<file path="src/rtl/keypad_scan_encoder.sv">
// 4x4 active-low keypad scanner: column drive, row synchronisation, full-scan debounce,
// and encoding of the accepted key into a one-hot digit bus and single-cycle command pulses.
module keypad_scan_encoder #(
    parameter int SCAN_DIV     = 25,
    parameter int DEBOUNCE_CNT = 4
) (
    input  logic       clk,
    input  logic       rst_n,
    input  logic [3:0] row_n,
    output logic [3:0] col_n,
    output logic [9:0] A,
    output logic       ready,
    output logic       setup,
    output logic       sure,
    output logic       wait_t,
    output logic       fire,
    output logic       key_valid,
    output logic [3:0] key_code
);
    localparam int               DIV_W    = $clog2(SCAN_DIV);
    localparam int               DEB_W    = $clog2(DEBOUNCE_CNT + 1);
    localparam logic [DIV_W-1:0] DIV_LAST = DIV_W'(SCAN_DIV - 1);
    localparam logic [DEB_W-1:0] DEB_MAX  = DEB_W'(DEBOUNCE_CNT);
    // Key states are {valid, code}; NONE is the all-zero value.
    localparam logic [4:0]       KEY_NONE = 5'b0_0000;

    // ------------------------------------------------------------------
    // Row synchroniser (idle rows read as released)
    // ------------------------------------------------------------------
    logic [3:0] row_meta_reg;
    logic [3:0] row_sync_reg;

    always_ff @(posedge clk or negedge rst_n) begin
        if (!rst_n) begin
            row_meta_reg <= 4'hF;
            row_sync_reg <= 4'hF;
        end else begin
            row_meta_reg <= row_n;
            row_sync_reg <= row_meta_reg;
        end
    end

    // ------------------------------------------------------------------
    // Column divider and drive
    // ------------------------------------------------------------------
    logic [DIV_W-1:0] div_cnt_reg;
    logic [DIV_W-1:0] div_cnt_next;
    logic [1:0]       col_idx_reg;
    logic [1:0]       col_idx_next;
    logic             div_last;

    assign div_last = (div_cnt_reg == DIV_LAST);

    always_comb begin
        div_cnt_next = div_last ? '0 : div_cnt_reg + DIV_W'(1);
        col_idx_next = div_last ? col_idx_reg + 2'd1 : col_idx_reg;
    end

    always_ff @(posedge clk or negedge rst_n) begin
        if (!rst_n) begin
            div_cnt_reg <= '0;
            col_idx_reg <= 2'd0;
        end else begin
            div_cnt_reg <= div_cnt_next;
            col_idx_reg <= col_idx_next;
        end
    end

    generate
        for (genvar gi = 0; gi < 4; gi++) begin : g_col
            assign col_n[gi] = (col_idx_reg != 2'(gi));
        end
    endgenerate

    // ------------------------------------------------------------------
    // Sample tag delayed alongside the synchroniser, so the synced rows are
    // credited to the column that was driven when they were captured.
    // ------------------------------------------------------------------
    logic [2:0] tag_d1_reg;
    logic [2:0] tag_d2_reg;
    logic       sample_en;
    logic [1:0] sample_col;
    logic       scan_end;

    always_ff @(posedge clk or negedge rst_n) begin
        if (!rst_n) begin
            tag_d1_reg <= 3'd0;
            tag_d2_reg <= 3'd0;
        end else begin
            tag_d1_reg <= {div_last, col_idx_reg};
            tag_d2_reg <= tag_d1_reg;
        end
    end

    assign sample_en  = tag_d2_reg[2];
    assign sample_col = tag_d2_reg[1:0];
    assign scan_end   = sample_en && (sample_col == 2'd3);

    // ------------------------------------------------------------------
    // Snapshot: bit 4*row+col is set when that key was seen pressed
    // ------------------------------------------------------------------
    logic [15:0] snap_reg;
    logic [15:0] snap_cur;

    generate
        for (genvar gi = 0; gi < 16; gi++) begin : g_snap
            localparam logic [1:0] COL = 2'(gi % 4);
            assign snap_cur[gi] = (sample_en && sample_col == COL) ? ~row_sync_reg[gi / 4]
                                                                   : snap_reg[gi];
        end
    endgenerate

    always_ff @(posedge clk or negedge rst_n) begin
        if (!rst_n) begin
            snap_reg <= 16'd0;
        end else begin
            snap_reg <= snap_cur;
        end
    end

    // Exactly one key down decodes to that key; none or several decode to NONE.
    logic [4:0] hit_cnt;
    logic [3:0] hit_code;
    logic [4:0] decoded;

    always_comb begin
        hit_cnt  = 5'd0;
        hit_code = 4'd0;
        for (int i = 0; i < 16; i++) begin
            if (snap_cur[i]) begin
                hit_cnt  = hit_cnt + 5'd1;
                hit_code = 4'(i);
            end
        end
        decoded = (hit_cnt == 5'd1) ? {1'b1, hit_code} : KEY_NONE;
    end

    // ------------------------------------------------------------------
    // Debounce across full scans
    // ------------------------------------------------------------------
    logic [4:0]       cand_reg;
    logic [4:0]       cand_next;
    logic [DEB_W-1:0] deb_cnt_reg;
    logic [DEB_W-1:0] deb_cnt_next;
    logic [4:0]       stable_reg;
    logic [4:0]       stable_next;
    logic             stable_upd_reg;
    logic             stable_upd_next;

    always_comb begin
        cand_next       = cand_reg;
        deb_cnt_next    = deb_cnt_reg;
        stable_next     = stable_reg;
        stable_upd_next = 1'b0;
        if (scan_end) begin
            if (decoded == cand_reg) begin
                if (deb_cnt_reg != DEB_MAX) begin
                    deb_cnt_next = deb_cnt_reg + DEB_W'(1);
                end
            end else begin
                cand_next    = decoded;
                deb_cnt_next = DEB_W'(1);
            end
            if (deb_cnt_next == DEB_MAX && cand_next != stable_reg) begin
                stable_next     = cand_next;
                stable_upd_next = 1'b1;
            end
        end
    end

    always_ff @(posedge clk or negedge rst_n) begin
        if (!rst_n) begin
            cand_reg       <= KEY_NONE;
            deb_cnt_reg    <= '0;
            stable_reg     <= KEY_NONE;
            stable_upd_reg <= 1'b0;
        end else begin
            cand_reg       <= cand_next;
            deb_cnt_reg    <= deb_cnt_next;
            stable_reg     <= stable_next;
            stable_upd_reg <= stable_upd_next;
        end
    end

    // ------------------------------------------------------------------
    // Output encoding, one cycle behind the stable state
    // ------------------------------------------------------------------
    logic [9:0] a_reg;
    logic [9:0] a_next;
    logic [4:0] pulse_reg;
    logic [4:0] pulse_next;
    logic       valid_reg;
    logic [3:0] code_reg;

    generate
        for (genvar gi = 0; gi < 10; gi++) begin : g_digit
            localparam logic [4:0] KEY = {1'b1, 4'(gi)};
            assign a_next[gi] = (stable_reg == KEY);
        end
        // Pulses only on the cycle after a change, so a held command never repeats.
        for (genvar gi = 0; gi < 5; gi++) begin : g_cmd
            localparam logic [4:0] KEY = {1'b1, 4'(gi + 10)};
            assign pulse_next[gi] = stable_upd_reg && (stable_reg == KEY);
        end
    endgenerate

    always_ff @(posedge clk or negedge rst_n) begin
        if (!rst_n) begin
            a_reg     <= 10'd0;
            pulse_reg <= 5'd0;
            valid_reg <= 1'b0;
            code_reg  <= 4'd0;
        end else begin
            a_reg     <= a_next;
            pulse_reg <= pulse_next;
            valid_reg <= stable_reg[4];
            code_reg  <= stable_reg[4] ? stable_reg[3:0] : 4'd0;
        end
    end

    assign A         = a_reg;
    assign ready     = pulse_reg[0];
    assign setup     = pulse_reg[1];
    assign sure      = pulse_reg[2];
    assign wait_t    = pulse_reg[3];
    assign fire      = pulse_reg[4];
    assign key_valid = valid_reg;
    assign key_code  = code_reg;

endmodule

</file>
<file path="config.mk">
export PLATFORM = sky130hd
export DESIGN_NAME = keypad_scan_encoder
export DESIGN_NICKNAME = d
export VERILOG_FILES = /design/src/rtl/keypad_scan_encoder.sv
export SDC_FILE = /design/constraint.sdc
export NUM_CORES = 1
export LEC_CHECK = 0
export ABC_AREA = 1
export CORE_MARGIN = 2
export CORE_UTILIZATION = 65
export CTS_BUF_LIST = sky130_fd_sc_hd__clkbuf_2
export CTS_CLUSTER_DIAMETER = 80
export DETAILED_ROUTE_END_ITERATION = 10
export MAX_ROUTING_LAYER = met4
export PLACE_DENSITY_LB_ADDON = 0.05
export SYNTH_ARGS = -nofsm -noshare
export SYNTH_HDL_FRONTEND = slang
export SYNTH_SLANG_ARGS = --single-unit
</file>
<file path="constraint.sdc">
create_clock -name clk -period 19.7 [get_ports clk]
set_clock_uncertainty 0.05 [all_clocks]
set_input_delay 1.97 -clock clk [delete_from_list [all_inputs] [get_ports clk]]
set_output_delay 1.97 -clock clk [all_outputs]
set_load 0.1 [all_outputs]
</file>
Word-level counts from Yosys, hierarchy flattened
Index checks and enable logic that the tools add are counted.

word-level totals
  flip-flop bits (word level) = 71
  bits of input ports = 6
  logic and storage cells = 134

cells by class
  $add $sub $neg = 18
  equal/unequal tests = 27
  multiplexer cells = 57
  bitwise gates (word level) = 4
  reduce and logical (&&, ||, !) cells = 13

operators by type and width
  cell                 count
  $mux 5               19
  $add 5x1->5 const B  16
  $eq 5x5->1 const B   16
  $mux 4               15
  $mux 1               20
  $logic_and 1x1->1    10
  $mux 3               3
  $eq 5x1->1 const B   1
  $eq 5x5->1           1
  $ne 5x5->1           1
  $eq 2x2->1 const B   2
  $ne 2x2->1 const B   2
  $not 1->1            4
  $add 3x1->3 const B  1
  $eq 3x3->1 const B   1
  $ne 3x3->1 const B   1
  $add 2x1->2 const B  1
  $eq 2x1->1 const B   1
  $logic_not 2->1      1
  $ne 2x1->1 const B   1
  $reduce_and 2->1     1
  $reduce_bool 2->1    1

Logic depth before layout (Yosys ltp)
  depth after elaboration = 43
  depth in mapped cells = 68
  depth with buffers taken out = 68

Least setup slack after synthesis
Ideal clock, no wire load.

  path type = flip-flop to flip-flop
  start point = reg tag_d2_reg[1]
  end point = reg stable_reg[4]
  library setup time = 117 ps
  data arrival time = 9463 ps
  required time = 19533 ps
  path slack = 10070 ps
  cell stages (with the launch flop) = 66
  cells stage by stage = dfrtp_1 -> nor2_2 -> nand2_2 -> nand2_1 -> nand2_1 -> ha_1 -> inv_1 -> nand3_1 -> nand2_1 -> ha_1 -> nand2_1 -> nand2_1 -> ha_1 -> nand2_1 -> nand2_1 -> ha_1 -> nand2_1 -> nand2_1 -> [30 not listed] -> o21ai_0 -> ha_1 -> or2_2 -> nand2_1 -> inv_1 -> ha_1 -> o21ai_1 -> nand2_1 -> inv_2 -> nand3_2 -> nand2_1 -> nand3_1 -> nor2_2 -> nand3_1 -> nor2_2 -> nand3_2 -> nand2_1 -> nand2_1

on the way
  word-level cells in the longest chain between the ends = 42

RTL lines
  element                                   RTL line  source
  start: declaration                        80        logic [2:0] tag_d2_reg;
  start signal: assignment                  91        tag_d2_reg <= tag_d1_reg;
  $logic_not 2->1                           108       assign snap_cur[gi] = (sample_en && sample_col == COL) ? ~row_sync_reg[gi / 4]
  $logic_and 1x1->1                         108
  $mux 1                                    108
  $mux 1                                    130       if (snap_cur[i]) begin
  $add 5x1->5                               131       hit_cnt = hit_cnt + 5'd1;
  $mux 5                                    130
  $add 5x1->5                               131
  $mux 5                                    130
  [26 not listed]                           --
  $eq 5x1->1                                135       decoded = (hit_cnt == 5'd1) ? {1'b1, hit_code} : KEY_NONE;
  $mux 5                                    135
  $eq 5x5->1                                156       if (decoded == cand_reg) begin
  $mux 5 or $mux 3 (tied branches)          156
  $mux 5 or $mux 3 (tied branches)          155       if (scan_end) begin
  $ne 5x5->1 or $eq 3x3->1 (tied branches)  164       if (deb_cnt_next == DEB_MAX && cand_next != stable_reg) begin
  $logic_and 1x1->1                         164
  $reduce_and 2->1 (no source line)         --
  end signal: assignment                    180       stable_reg <= stable_next;
  end: declaration                          145       logic [4:0] stable_reg;

Parallel ways exist; a longest one is shown, timed or not. The select of a mux whose other input is x is not followed.
A chain may end at the register's enable or synchronous reset.

Final worst setup path
Same ends and word-level chain as after synthesis.

==> results.py <==
metrics = {
    "clocking": {
        "clock_latency_ns": 0.50,
        "cts_setup_buffers": 0,
        "path_clk_slew_ns": 0.18,
        "clkSinkCount": 71,
        "cts-resized-gates": 0,
        "clk_path_buf_depth": 2,
        "numCtsBuffers": 9,
        "htreeDepth": 3,
        "root_buffer": "clkbuf_2",
        "cts_tree": "done",
        "hold_buffers": 0,
    },
    "grt": {
        "grt_pass1_vias": 3883,
        "grt_overflow": 0,
        "grt_max_degree": 72,
        "grt_first_pass_wirelength_um": 16500,
        "grt_usage": 0.273,
        "antenna_found_initial": 0,
    },
    "worst_setup_path": {
        "crit_family": "simple AND/OR/NAND/NOR gates",
        "critPathSlowestCell": "dfrtp_1",
        "cpMostUsedCell": "nand2_1",
        "r2r_slack_ns": 9.10,
        "cp-start-kind": "flip-flop",
        "end_kind": "flip-flop",
        "crit_buf_inv": 10,
        "slowest_delay_ns": 0.51,
        "worstPathRequired_ns": 20.05,
        "path_class": "reg -> reg",
        "cp_data_arrival_time_ns": 10.94,
        "crit_fanout": 10,
    },
    "pwr": {
        "total_power_mw": 0.267,
        "power_leakage_nw": 2.95,
        "vdd_drop_max_mv": 0.0561,
        "powerDensity_nw_per_um2": 50.7,
    },
    "yosys": {
        "ys_ff_latch": 71,
        "syn_area_per_cell_um2": 7.37,
        "synthSimpleGateAreaFrac": 0.399,
        "syn_area_um2": 4750,
        "synthXorXnorAreaFrac": 0.0129,
        "ys_seq_area_frac": 0.376,
        "yosys_warnings": 0,
        "synth_cell_types": 34,
        "synth_top_family_by_area": "simple AND/OR/NAND/NOR gates",
        "synth-compound-area-share": 0.0506,
        "syn_inst": 645,
        "syn-num-nets": 673,
        "muxShareOfSynthArea": 0,
        "synthAdderAreaFrac": 0.0579,
    },
    "die": {
        "dieArea_um2": 8010,
        "initial_core_util": 0.662,
        "core_um2": 7180,
        "pin_count": 30,
        "chipWidth_um": 89.5,
        "rows": 31,
        "dieHeight_um": 89.5,
    },
    "detailed_routing": {
        "via_count": 4057,
        "drtPass1Iterations": 4,
        "drcViolationCount": 0,
        "routed_wl_um": 9530,
        "drtAntennaViolNets": 0,
        "viasPerCell": 5.16,
        "wire_per_inst_um": 12.1,
        "detail_route.iter0.violations": 192,
    },
    "sta": {
        "finalHoldViolCount": 0,
        "period_share": 0.538,
        "rsz0062_at_grt": "false",
        "fmax_mhz": 94.4,
        "holdWs_ns": 0.319,
        "drv_slew": 0,
        "worstMarginPinSlew_ns": 1.02,
        "slew_headroom": 0.315,
        "period_needed_ns": 10.60,
        "tns_ns": 0,
        "setup_viol": 0,
    },
    "placed_design": {
        "dp_hpwl_um": 7320,
        "placed_cell_area_um2": 5150,
        "gp_congestion": 0.930,
        "port_buffers": 29,
    },
    "finish": {
        "fill_cells": 579,
        "largest_register_ffs": 16,
        "fin_util": 0.736,
        "syn_to_final_growth_pct": 11.1,
        "fin_area_um2": 5280,
        "drive_above_1_share": 0.183,
        "nNetsFinal": 710,
        "num_antenna_cells": 0,
    },
    "status": {
        "status": "completed",
    },
    "job": {
        "drv_cap": 0,
    },
    "hold_path": {
        "min_path_type": "reg -> reg",
    },
}
## layout make-up
| cell class | instances | area (um^2) | share of cell area |
|---|---|---|---|
| flip-flops and latches | 71 | 1790 | 0.338 |
| clock buffers | 11 | 55.1 | 0.0104 |
| clock inverters | 5 | 72.6 | 0.0137 |
| well taps | 99 | 124 | 0.0235 |
| repair buffers | 30 | 293 | 0.0555 |
| inverters | 126 | 473 | 0.0896 |
| multi-input cells | 444 | 2470 | 0.469 |
## placed cells by master, fill, tap and decap left out, types with 21 or more instances in the layout
| cell | n |
|---|---|
| nand2_1 | 169 |
| inv_1 | 114 |
| dfrtp_1 | 63 |
| nand3_1 | 60 |
| nand2_2 | 35 |
| nor2_1 | 29 |
| clkdlybuf4s50_1 | 28 |
| o21ai_0 | 25 |
| ha_1 | 22 |
| nand3_2 | 21 |
## final timing paths
kind / from / endpoint / cells after the start
min reg2reg: row_meta_reg[1] / row_sync_reg[1] / 0
max in group asynchronous: rst_n / pulse_reg[0] / 2
min in group asynchronous: rst_n / div_cnt_reg[2] / 2
max: tag_d2_reg[1] / stable_reg[4] / 65
max reg2reg: tag_d2_reg[1] / stable_reg[4] / 65
min: row_meta_reg[1] / row_sync_reg[1] / 0
## cell usage after synthesis
cell type | count | share of area
nand2_1 | 169 | 0.13
inv_1 | 114 | 0.090
dfrtp_1 | 63 | 0.33
nand3_1 | 60 | 0.063
nand2_2 | 35 | 0.046
nor2_1 | 29 | 0.023
o21ai_0 | 25 | 0.026
ha_1 | 22 | 0.058
nand3_2 | 21 | 0.044
or2_2 | 13 | 0.017
nand4_1 | 10 | 0.013
nor2_2 | 10 | 0.013
nor3_1 | 10 | 0.011
inv_2 | 9 | 0.0071
dfstp_2 | 8 | 0.044
a21oi_1 | 6 | 0.0063
xor2_1 | 6 | 0.011
nand2_4 | 4 | 0.0095
nand3b_1 | 4 | 0.0063
o21ai_1 | 4 | 0.0042
clkinv_1 | 3 | 0.0024
nor4_1 | 3 | 0.0039
o21ai_2 | 3 | 0.0055
buf_2 | 2 | 0.0021
clkbuf_1 | 2 | 0.0016
nor3_2 | 2 | 0.0042
a21oi_4 | 1 | 0.0034
nand3_4 | 1 | 0.0037
nor2_4 | 1 | 0.0024
nor2_8 | 1 | 0.0042
o21ai_4 | 1 | 0.0034
o22ai_1 | 1 | 0.0013
or2_1 | 1 | 0.0013
xnor2_1 | 1 | 0.0018
## per-stage QoR
stage | std cells | setup WS, ns
after floorplan | 645 | 10.07
after global placement | 770 | 9.62
after detailed placement | 770 | 9.22
after CTS | 786 | 9.11
after global routing | 786 | 8.23
final | 786 | 9.10
## report_power, final
group / total (mW) / internal [mW] / switching, mW
combinational: 0.0302 / 0.00954 / 0.0206
sequential: 0.148 / 0.148 / 0.000516
clock: 0.0890 / 0.0422 / 0.0468
## kinds of logic after synthesis
| group | count (synthesis) |
|---|---|
| xor+xnor | 7 |
| simple gates | 374 |
| compound gates | 41 |
| fa+ha+maj | 22 |
| flops | 71 |
| buf+inv | 130 |
## worst reg2reg max path, delay by kind of cell (launching register included)
kind / cells / cell delay [ns]
AOI/OAI and AO/OA: 2 / 0.26
adders and majority gates: 14 / 3.81
buffers and inverters: 10 / 0.79
DFF: 1 / 0.51
and+or+nand+nor: 39 / 5.08
## per-layer routing
layer  up-vias  GRT usage  share of wire
li1       2087          -              -
met1      1898      0.317           0.44
met2        59      0.457           0.50
met3        13     0.0739          0.043
met4         0     0.0950          0.013
met5         -          -              0
(Power assumes the default switching activity.)
